### src/rtl/reference_gen_if.sv
// Phase-step handshake bundle between a phase detector (master) and the reference generator (slave).
interface reference_gen_if #(
  parameter int PDET_WIDTH = 8
);
  logic [PDET_WIDTH-1:0] phase_step_i;
  logic                  step_valid_i;
  logic                  step_ready_o;

  modport master (output phase_step_i, output step_valid_i, input step_ready_o);
  modport slave  (input phase_step_i, input step_valid_i, output step_ready_o);
endinterface

### src/rtl/reference_gen.sv
// Programmable square-wave reference for an ADPLL: half period H, with one-shot signed phase steps
// folded into the length of the next HIGH phase so that every later rising edge moves by the step.
module reference_gen #(
  parameter int                  HP_WIDTH   = 8,
  parameter int                  PDET_WIDTH = 8,
  parameter logic [HP_WIDTH-1:0] DEFAULT_HP = 8'd26
) (
  input  logic                fpga_clk_i,
  input  logic                reset_i,
  input  logic                enable_i,
  input  logic [HP_WIDTH-1:0] half_period_i,
  reference_gen_if.slave      step_if,
  output logic                ref_o,
  output logic                edge_o
);

  localparam int CW = HP_WIDTH + 1;
  localparam int SW = ((HP_WIDTH > PDET_WIDTH) ? HP_WIDTH : PDET_WIDTH) + 3;

  typedef enum logic [1:0] {IDLE = 2'd0, HIGH = 2'd1, LOW = 2'd2} state_t;

  state_t                       r_state, w_nextState;
  logic [CW-1:0]                r_count, w_nextCount;
  logic [CW-1:0]                r_highLen, w_nextHighLen;
  logic [HP_WIDTH-1:0]          r_halfPeriod, w_nextHalfPeriod;
  logic signed [PDET_WIDTH-1:0] r_step, w_nextStep;
  logic                         r_pending, w_nextPending;
  logic                         r_applying, w_nextApplying;
  logic                         r_ref, r_edge;
  logic                         w_ready, w_accept, w_enterHigh;
  logic [HP_WIDTH-1:0]          w_hSample;
  logic signed [SW-1:0]         w_sum;
  logic [CW-1:0]                w_clampedLen;

  // Length of a HIGH phase starting now: sampled H plus any pending step, limited to [1, 2^CW-1].
  assign w_hSample    = (half_period_i == '0) ? HP_WIDTH'(1) : half_period_i;
  assign w_sum        = $signed({{(SW-HP_WIDTH){1'b0}}, w_hSample}) + (r_pending ? SW'(r_step) : '0);
  assign w_clampedLen = (w_sum[SW-1] || (w_sum == '0)) ? CW'(1) :
                        (|w_sum[SW-2:CW])              ? '1     : w_sum[CW-1:0];

  // A step stays "busy" from acceptance until the HIGH phase that absorbs it has finished.
  assign w_ready              = (r_state != IDLE) && !r_pending && !r_applying;
  assign w_accept             = step_if.step_valid_i && w_ready;
  assign step_if.step_ready_o = w_ready;
  assign ref_o                = r_ref;
  assign edge_o               = r_edge;

  always_comb begin
    w_nextState      = r_state;
    w_nextCount      = r_count;
    w_nextHighLen    = r_highLen;
    w_nextHalfPeriod = r_halfPeriod;
    w_nextStep       = r_step;
    w_nextPending    = r_pending;
    w_nextApplying   = r_applying;
    w_enterHigh      = 1'b0;

    if (w_accept) begin
      w_nextStep    = $signed(step_if.phase_step_i);
      w_nextPending = 1'b1;
    end

    case (r_state)
      IDLE: begin
        w_nextCount = '0;
        if (enable_i) w_enterHigh = 1'b1;
      end
      HIGH: begin
        if (!enable_i) begin
          w_nextState    = IDLE;
          w_nextCount    = '0;
          w_nextPending  = 1'b0;
          w_nextApplying = 1'b0;
        end else if (r_count == r_highLen - CW'(1)) begin
          w_nextState    = LOW;
          w_nextCount    = '0;
          w_nextApplying = 1'b0;
        end else begin
          w_nextCount = r_count + CW'(1);
        end
      end
      LOW: begin
        if (!enable_i) begin
          w_nextState    = IDLE;
          w_nextCount    = '0;
          w_nextPending  = 1'b0;
          w_nextApplying = 1'b0;
        end else if (r_count == {1'b0, r_halfPeriod} - CW'(1)) begin
          w_enterHigh = 1'b1;
        end else begin
          w_nextCount = r_count + CW'(1);
        end
      end
      default: begin
        w_nextState = IDLE;
        w_nextCount = '0;
      end
    endcase

    // A step accepted on this very edge is not yet in r_pending, so it waits for the next entry.
    if (w_enterHigh) begin
      w_nextState      = HIGH;
      w_nextCount      = '0;
      w_nextHalfPeriod = w_hSample;
      w_nextHighLen    = w_clampedLen;
      if (r_pending) begin
        w_nextPending  = 1'b0;
        w_nextApplying = 1'b1;
      end
    end
  end

  always_ff @(posedge fpga_clk_i) begin
    if (reset_i) begin
      r_state      <= IDLE;
      r_count      <= '0;
      r_halfPeriod <= DEFAULT_HP;
      r_highLen    <= CW'(DEFAULT_HP);
      r_step       <= '0;
      r_pending    <= 1'b0;
      r_applying   <= 1'b0;
      r_ref        <= 1'b0;
      r_edge       <= 1'b0;
    end else begin
      r_state      <= w_nextState;
      r_count      <= w_nextCount;
      r_halfPeriod <= w_nextHalfPeriod;
      r_highLen    <= w_nextHighLen;
      r_step       <= w_nextStep;
      r_pending    <= w_nextPending;
      r_applying   <= w_nextApplying;
      r_ref        <= (w_nextState == HIGH);
      r_edge       <= w_enterHigh;
    end
  end

endmodule

### src/flat_wrapper.sv
// flat-port wrapper written by rule: the top's interface ports become plain ports
module reference_gen_flat 
#(
  parameter int                  HP_WIDTH   = 8,
  parameter int                  PDET_WIDTH = 8,
  parameter logic [HP_WIDTH-1:0] DEFAULT_HP = 8'd26
)
  (fpga_clk_i, reset_i, enable_i, half_period_i, ref_o, edge_o, step_if_phase_step_i, step_if_step_valid_i, step_if_step_ready_o);
  reference_gen_if #(.PDET_WIDTH(PDET_WIDTH)) step_if_i ();
  input  logic fpga_clk_i;
  input  logic reset_i;
  input  logic enable_i;
  input  logic [HP_WIDTH-1:0] half_period_i;
  output logic ref_o;
  output logic edge_o;
  input wire logic [$bits(step_if_i.phase_step_i)-1:0] step_if_phase_step_i;
  input wire logic [$bits(step_if_i.step_valid_i)-1:0] step_if_step_valid_i;
  output wire logic [$bits(step_if_i.step_ready_o)-1:0] step_if_step_ready_o;
  assign step_if_i.phase_step_i = step_if_phase_step_i;
  assign step_if_i.step_valid_i = step_if_step_valid_i;
  assign step_if_step_ready_o = step_if_i.step_ready_o;
  reference_gen #(.HP_WIDTH(HP_WIDTH), .PDET_WIDTH(PDET_WIDTH), .DEFAULT_HP(DEFAULT_HP)) u_core (.fpga_clk_i(fpga_clk_i), .reset_i(reset_i), .enable_i(enable_i), .half_period_i(half_period_i), .step_if(step_if_i), .ref_o(ref_o), .edge_o(edge_o));
endmodule
### config.mk
export PLATFORM = sky130hd
export DESIGN_NAME = reference_gen_flat
export DESIGN_NICKNAME = d
export VERILOG_FILES = /design/src/rtl/reference_gen_if.sv /design/src/rtl/reference_gen.sv /design/src/flat_wrapper.sv
export SDC_FILE = /design/constraint.sdc
export NUM_CORES = 1
export LEC_CHECK = 0
export BUFFER_PORTS_ARGS = -buffer_cell sky130_fd_sc_hd__buf_4
export CAP_MARGIN = 25
export CORE_MARGIN = 5
export CORE_UTILIZATION = 45
export DETAILED_ROUTE_END_ITERATION = 7
export PLACE_DENSITY_LB_ADDON = 0.2
export SLEW_MARGIN = 5
export SYNTH_ARGS = -nofsm -noshare
export SYNTH_HDL_FRONTEND = slang
export SYNTH_SLANG_ARGS = --single-unit
### constraint.sdc
create_clock -name fpga_clk_i -period 2.6 [get_ports fpga_clk_i]
set_input_delay 0.52 -clock fpga_clk_i [delete_from_list [all_inputs] [get_ports fpga_clk_i]]
set_output_delay 0.52 -clock fpga_clk_i [all_outputs]
set_load 0.02 [all_outputs]
==> impl_metrics.toml, run 1 <==
[status]
status = "finished clean"

[detailed_routing]
drt_wl_total_um = 6251
drcViolationCount = 0
drtPass1Iterations = 4
first_iter_violations = 133
wl_per_cell_um = 13.68
viasPerCell = 5.234
num_vias = 2392
ant_nets = 0

[clock_tree]
cts-root-buf = "clkbuf_8"
cts_buffers = 5
cts_tree = "done"
post-cts-setup-buffers = 0
cts.htree.levels = 2
cts.reportedPaths.clkPinSlew_ns = 0.08
insertion_delay_ns = 0.29
cts_buffer_depth = 2
numClockSinks = 40

[yosys]
synth_top_area_cell = "dfxtp_1"
ys_seq_area_frac = 0.2982
async_flop_share = 0
synth_edf_count = 0
ys_types = 61
synth_top_area_share = 0.2982
synthCells = 330
ys.flop_type = "dfxtp_1"
synth_commonest_cells = "nand2_1, dfxtp_1, a21oi_1"
synthTopCellsByArea = "dfxtp_1, ha_1, xnor2_1, nand2_1, a21oi_1"
synth_fp_nets = 367
synth_seq_cells = 40
yosys_warnings = 0
synth.most_common_cell = "nand2_1"
syn-cell-area_um2 = 2685
syn_area_per_cell_um2 = 8.137

[timing]
tns_ns = 0
finalSetupViolations = 0
drv_slew = 0
max_slew.worst_pin.slew_ns = 0.3738
worst_hold_slack_ns = 0.4532
hold_viol_final = 0
max_freq_ghz = 0.3919
period_share = 0.9814
fin_skew_ns = 0.004425
period_minus_slack_ns = 2.552
slew_headroom = 0.7505
rsz0062_at_grt = "yes"

[place]
dp.cells = 449
dp_hpwl_um = 4896
routabilityCongestion = 0.8204
portBuffers = 22

[cells_and_area]
fillCellCount = 537
area_delta_synth_final_pct = 24.74
layout-drive-gt1-share = 0.2749
layout.cells.non_filler = 457
antenna_cells = 0
multi_input_area_um2 = 1792
nNetsFinal = 418
regArea_um2 = 800.8

[die]
coreArea_um2 = 5851
rows = 28
dieArea_um2 = 7612
initial_utilization = 0.4589
io_pins = 23
die_w_um = 87.25
die_h_um = 87.25

[setup_path]
worst-setup-path-type = "input pin to flip-flop"
startpoint_type = "input pin"
cp_data_required_time_ns = 2.77
end_kind = "flip-flop"
crit_fanout = 2
cp_data_arrival_time_ns = 2.72

[power]
leakage_nw = 1.386
p_per_area_nw_per_um2 = 443.2
ir_drop_v = 0.0003361

[global_routing]
grt_pass1_vias = 2364
grt_start_max_net_pins = 29
grt_use_total = 0.1761
antenna_found_initial = 0
grt_pass1_wl_um = 10790
grt_overflow = 0

[hold_path]
hp-class = "flip-flop to flip-flop"

[run]
drv_cap = 0
worst paths after layout:
path	endpoint	depth (start not counted)	from	slack (ns)
min	u_core.r_step[5]	2	u_core.r_step[5]	0.45
max reg2reg	u_core.r_count[3]	8	u_core.r_halfPeriod[0]	0.14
max	u_core.r_highLen[0]	13	half_period_i[6]	0.05
min reg2reg	u_core.r_step[5]	2	u_core.r_step[5]	0.45
power breakdown:
group,switching [mW],internal (mW)
Clock,0.229,0.284
Combinational,0.147,0.150
Sequential,0.0300,0.644
state kept, by name, summed over array words and instances (netlist names):
name                 cells
u_core.ref_o             1
u_core.r_step            8
u_core.r_count           9
u_core.r_state           2
u_core.r_highLen         9
u_core.edge_o            1
u_core.r_applying        1
u_core.r_halfPeriod      8
u_core.r_pending         1
metrics by stage:
| stage | setup slack (ns) | power [mW] | cell area [um2] | utilization |
|---|---|---|---|---|
| after floorplan | -0.004078 | 0.8658 | 2694 | - |
| after CTS | 0.01422 | 1.493 | 3288 | 0.5620 |
| final | 0.04830 | 1.485 | 3349 | 0.5725 |
| after global placement | -0.2169 | 0.9740 | 3177 | 0.5430 |
| after detailed placement | -0.2821 | 0.9789 | 3177 | 0.5430 |
| after global routing | -0.1751 | 1.562 | 3349 | 0.5725 |
layer usage:
layer,wire (um),global-route usage
met5,0,0
met4,48,0.04184
met3,189,0.02933
met2,2966,0.2932
met1,3046,0.2372
worst max-delay path, stage by stage:
cell and delay (ns):
buf_8 0.10, nor4_4 0.24, a21o_1 0.16, ha_2 0.18, inv_2 0.04, fa_2 0.37
nor2b_2 0.14, o31a_1 0.16, o211ai_1 0.12, a21boi_2 0.19, mux2i_1 0.12, a311oi_1 0.28
a221oi_1 0.11
cell families after synthesis:
| family | after synthesis | synth area share |
|---|---|---|
| and+or+nand+nor | 127 | 0.2418 |
| AOI/OAI and AO/OA | 75 | 0.2069 |
| DFF | 40 | 0.2982 |
| buffers and inverters | 36 | 0.05638 |
| xor gates and xnor gates | 34 | 0.1109 |
| adders and majority gates | 17 | 0.08201 |
| muxes | 1 | 0.003728 |
timing repair:
| item | CTS | global route |
|---|---|---|
| gates resized for setup | 0 | 15 |
| setup endpoints to repair | 0 | 26 |
| endpoints found under the hold margin | 0 | 0 |
| hold buffers | 0 | 0 |
cell type report:
type | instances | share of cell area
repair buffers | 64 | 0.1468
flip-flops and latches | 40 | 0.2391
clock buffers | 5 | 0.02055
multi-input cells | 254 | 0.5349
inverters | 16 | 0.01793
well taps | 75 | 0.02802
clock inverters | 3 | 0.01270
cells in the final DEF (no fill, tap or decap), types with 11 or more instances in the layout:
| cell | count |
|---|---|
| buf_4 | 62 |
| a21oi_1 | 22 |
| dfxtp_1 | 40 |
| xor2_1 | 13 |
| ha_1 | 15 |
| inv_1 | 15 |
| xnor2_1 | 20 |
| nor2_1 | 20 |
| nand2_1 | 46 |
| o21ai_0 | 11 |
No activity file was read; power rests on OpenSTA's default activity.
==> run 2, diff against run 1 <==
--- a/config.mk
+++ b/config.mk
@@ -8,7 +8,7 @@
 export BUFFER_PORTS_ARGS = -buffer_cell sky130_fd_sc_hd__buf_4
 export CAP_MARGIN = 25
 export CORE_MARGIN = 5
-export CORE_UTILIZATION = 45
+export CORE_UTILIZATION = 35
 export DETAILED_ROUTE_END_ITERATION = 7
 export PLACE_DENSITY_LB_ADDON = 0.2
 export SLEW_MARGIN = 5
==> impl_metrics.toml, run 2 (synthesis results as in run 1) <==
[setup_path]
cp_data_arrival_time_ns = 2.76
crit_start = "half_period_i[6]"
crit_chain = "buf_8, nor4_4, a21o_1, ha_2, inv_2, fa_2, nor2b_2, o31a_1, o211ai_1, a21boi_2, mux2i_1, a311oi_1, a221oi_1"
startpoint_type = "input pin"
slowest_stage = "fa_2"
worst-setup-path-type = "input pin to flip-flop"
end_kind = "flip-flop"
rr_startpoint = "u_core.r_pending"
critPathTopFamily = "compound AO/OA/AOI/OAI gates"
crit_buf_inv = 2
slowest_delay_ns = 0.36
cp_data_required_time_ns = 2.77
crit_fanout = 2

[place]
portBuffers = 22
dp_hpwl_um = 5247
routabilityCongestion = 0.8194
pre_cts_slack_ns = -0.3315

[cells_and_area]
layout-drive-gt1-share = 0.2985
antenna_cells = 0
reg_top3 = "u_core.r_count: 9 flops, u_core.r_highLen: 9 flops"
layout_common_cells = "buf_4, nand2_1, dfxtp_1, a21oi_1"
fillCellCount = 810
layout_commonest_cell = "buf_4"
nNetsFinal = 428
area_delta_synth_final_pct = 29.68

[detailed_routing]
first_iter_violations = 88
drtPass1Iterations = 4
ant_nets = 0
drcViolationCount = 0
viasPerCell = 4.893
num_vias = 2417
wl_per_cell_um = 13.44
drt_wl_total_um = 6638

[power]
switchingPower_mw = 0.4299
p_per_area_nw_per_um2 = 438.5
p_seq_frac = 0.439
pwr-share-clk = 0.352
p_int_mw = 1.097
leakage_nw = 1.443
ir_drop_v = 0.0002419
pwr-share-comb = 0.209
power_mw = 1.527
switching_share = 0.2816

[timing]
max_slew.worst_pin.slew_ns = 0.4593
slew_headroom = 0.6916
max_freq_ghz = 0.3867
hold_viol_final = 0
finalSetupViolations = 0
worst_hold_slack_ns = 0.4537
fin_skew_ns = 0.005778
fin_ws_ns = 0.01412
rsz0062_at_grt = "yes"
period_minus_slack_ns = 2.586
period_share = 0.9946
drv_slew = 0
tns_ns = 0

[hold_path]
hp-class = "flip-flop to flip-flop"
hp-start = "u_core.r_step[3]"

[status]
status = "finished clean"

[clock_tree]
cts_tree = "done"
cts_buffer_depth = 2
cts.reportedPaths.clkPinSlew_ns = 0.09
insertion_delay_ns = 0.30
cts.htree.levels = 2
cts_buffers = 5
cts-root-buf = "clkbuf_8"
numClockSinks = 40

[global_routing]
antenna_found_initial = 0
grt_start_max_net_pins = 29
grt_pass1_wl_um = 10990
grt_use_total = 0.1402
grt_pass1_vias = 2391
grt_overflow = 0

[die]
die_h_um = 97.59
dieArea_um2 = 9523
die_w_um = 97.59
coreArea_um2 = 7607
io_pins = 23
initial_utilization = 0.3530
rows = 32

[run]
drv_cap = 0
==> run 2: final timing paths <==
check | end | slack (ns) | cells past startpoint
worst min-delay path | u_core.r_step[3] | 0.45 | 2
worst max-delay path | u_core.r_highLen[0] | 0.01 | 13
worst min register to register | u_core.r_step[3] | 0.45 | 2
worst max register to register | u_core.r_highLen[0] | 0.05 | 10
==> run 2: timing repair <==
action,CTS,global route
hold endpoints to repair,0,0
gates resized for setup,1,19
endpoints found under the setup margin,1,18
buffers inserted,1,1
hold buffers,0,0
pin swaps,5,12
==> run 2: worst min-delay path, cell delays in order, from the launching register on <==
cell     delay, ns
dfxtp_1       0.31
nand2_1       0.05
a21oi_1       0.05
==> run 2: layout make-up <==
| class | count | area (um2) | share of cell area |
|---|---|---|---|
| Multi-Input combinational cell | 254 | 1804 | 0.5181 |
| Sequential cell | 40 | 800.8 | 0.2300 |
| Timing Repair Buffer | 74 | 574.3 | 0.1649 |
| Tap cell | 102 | 127.6 | 0.03665 |
| Clock buffer | 5 | 68.82 | 0.01976 |
| Inverter | 16 | 60.06 | 0.01725 |
| Clock inverter | 3 | 46.29 | 0.01330 |
==> run 2: metrics by stage <==
stage	area (um2)	instances	utilization
after detailed placement	3271	484	0.4299
after CTS	3396	493	0.4464
after floorplan	2694	330	-
final	3482	494	0.4577
after global routing	3482	494	0.4577
after global placement	3271	484	0.4299
==> run 2: per-layer routing <==
| layer | part of all wire | GRT usage | vias up |
|---|---|---|---|
| met5 | 0 | 0 | - |
| met2 | 0.46 | 0.2319 | 25 |
| met4 | 0.016 | 0.04473 | 0 |
| met1 | 0.50 | 0.1852 | 1111 |
| met3 | 0.019 | 0.02369 | 9 |
| li1 | - | - | 1272 |
==> run 2: power groups by stage <==
stage	combinational (mW)	clock [mW]	sequential, mW
3_5_place_dp	0.312	0	0.685
3_3_place_gp	0.308	0	0.684
6_report	0.319	0.538	0.670
4_1_cts	0.314	0.555	0.671
5_1_grt	0.352	0.582	0.676
2_1_floorplan	0.179	0	0.686
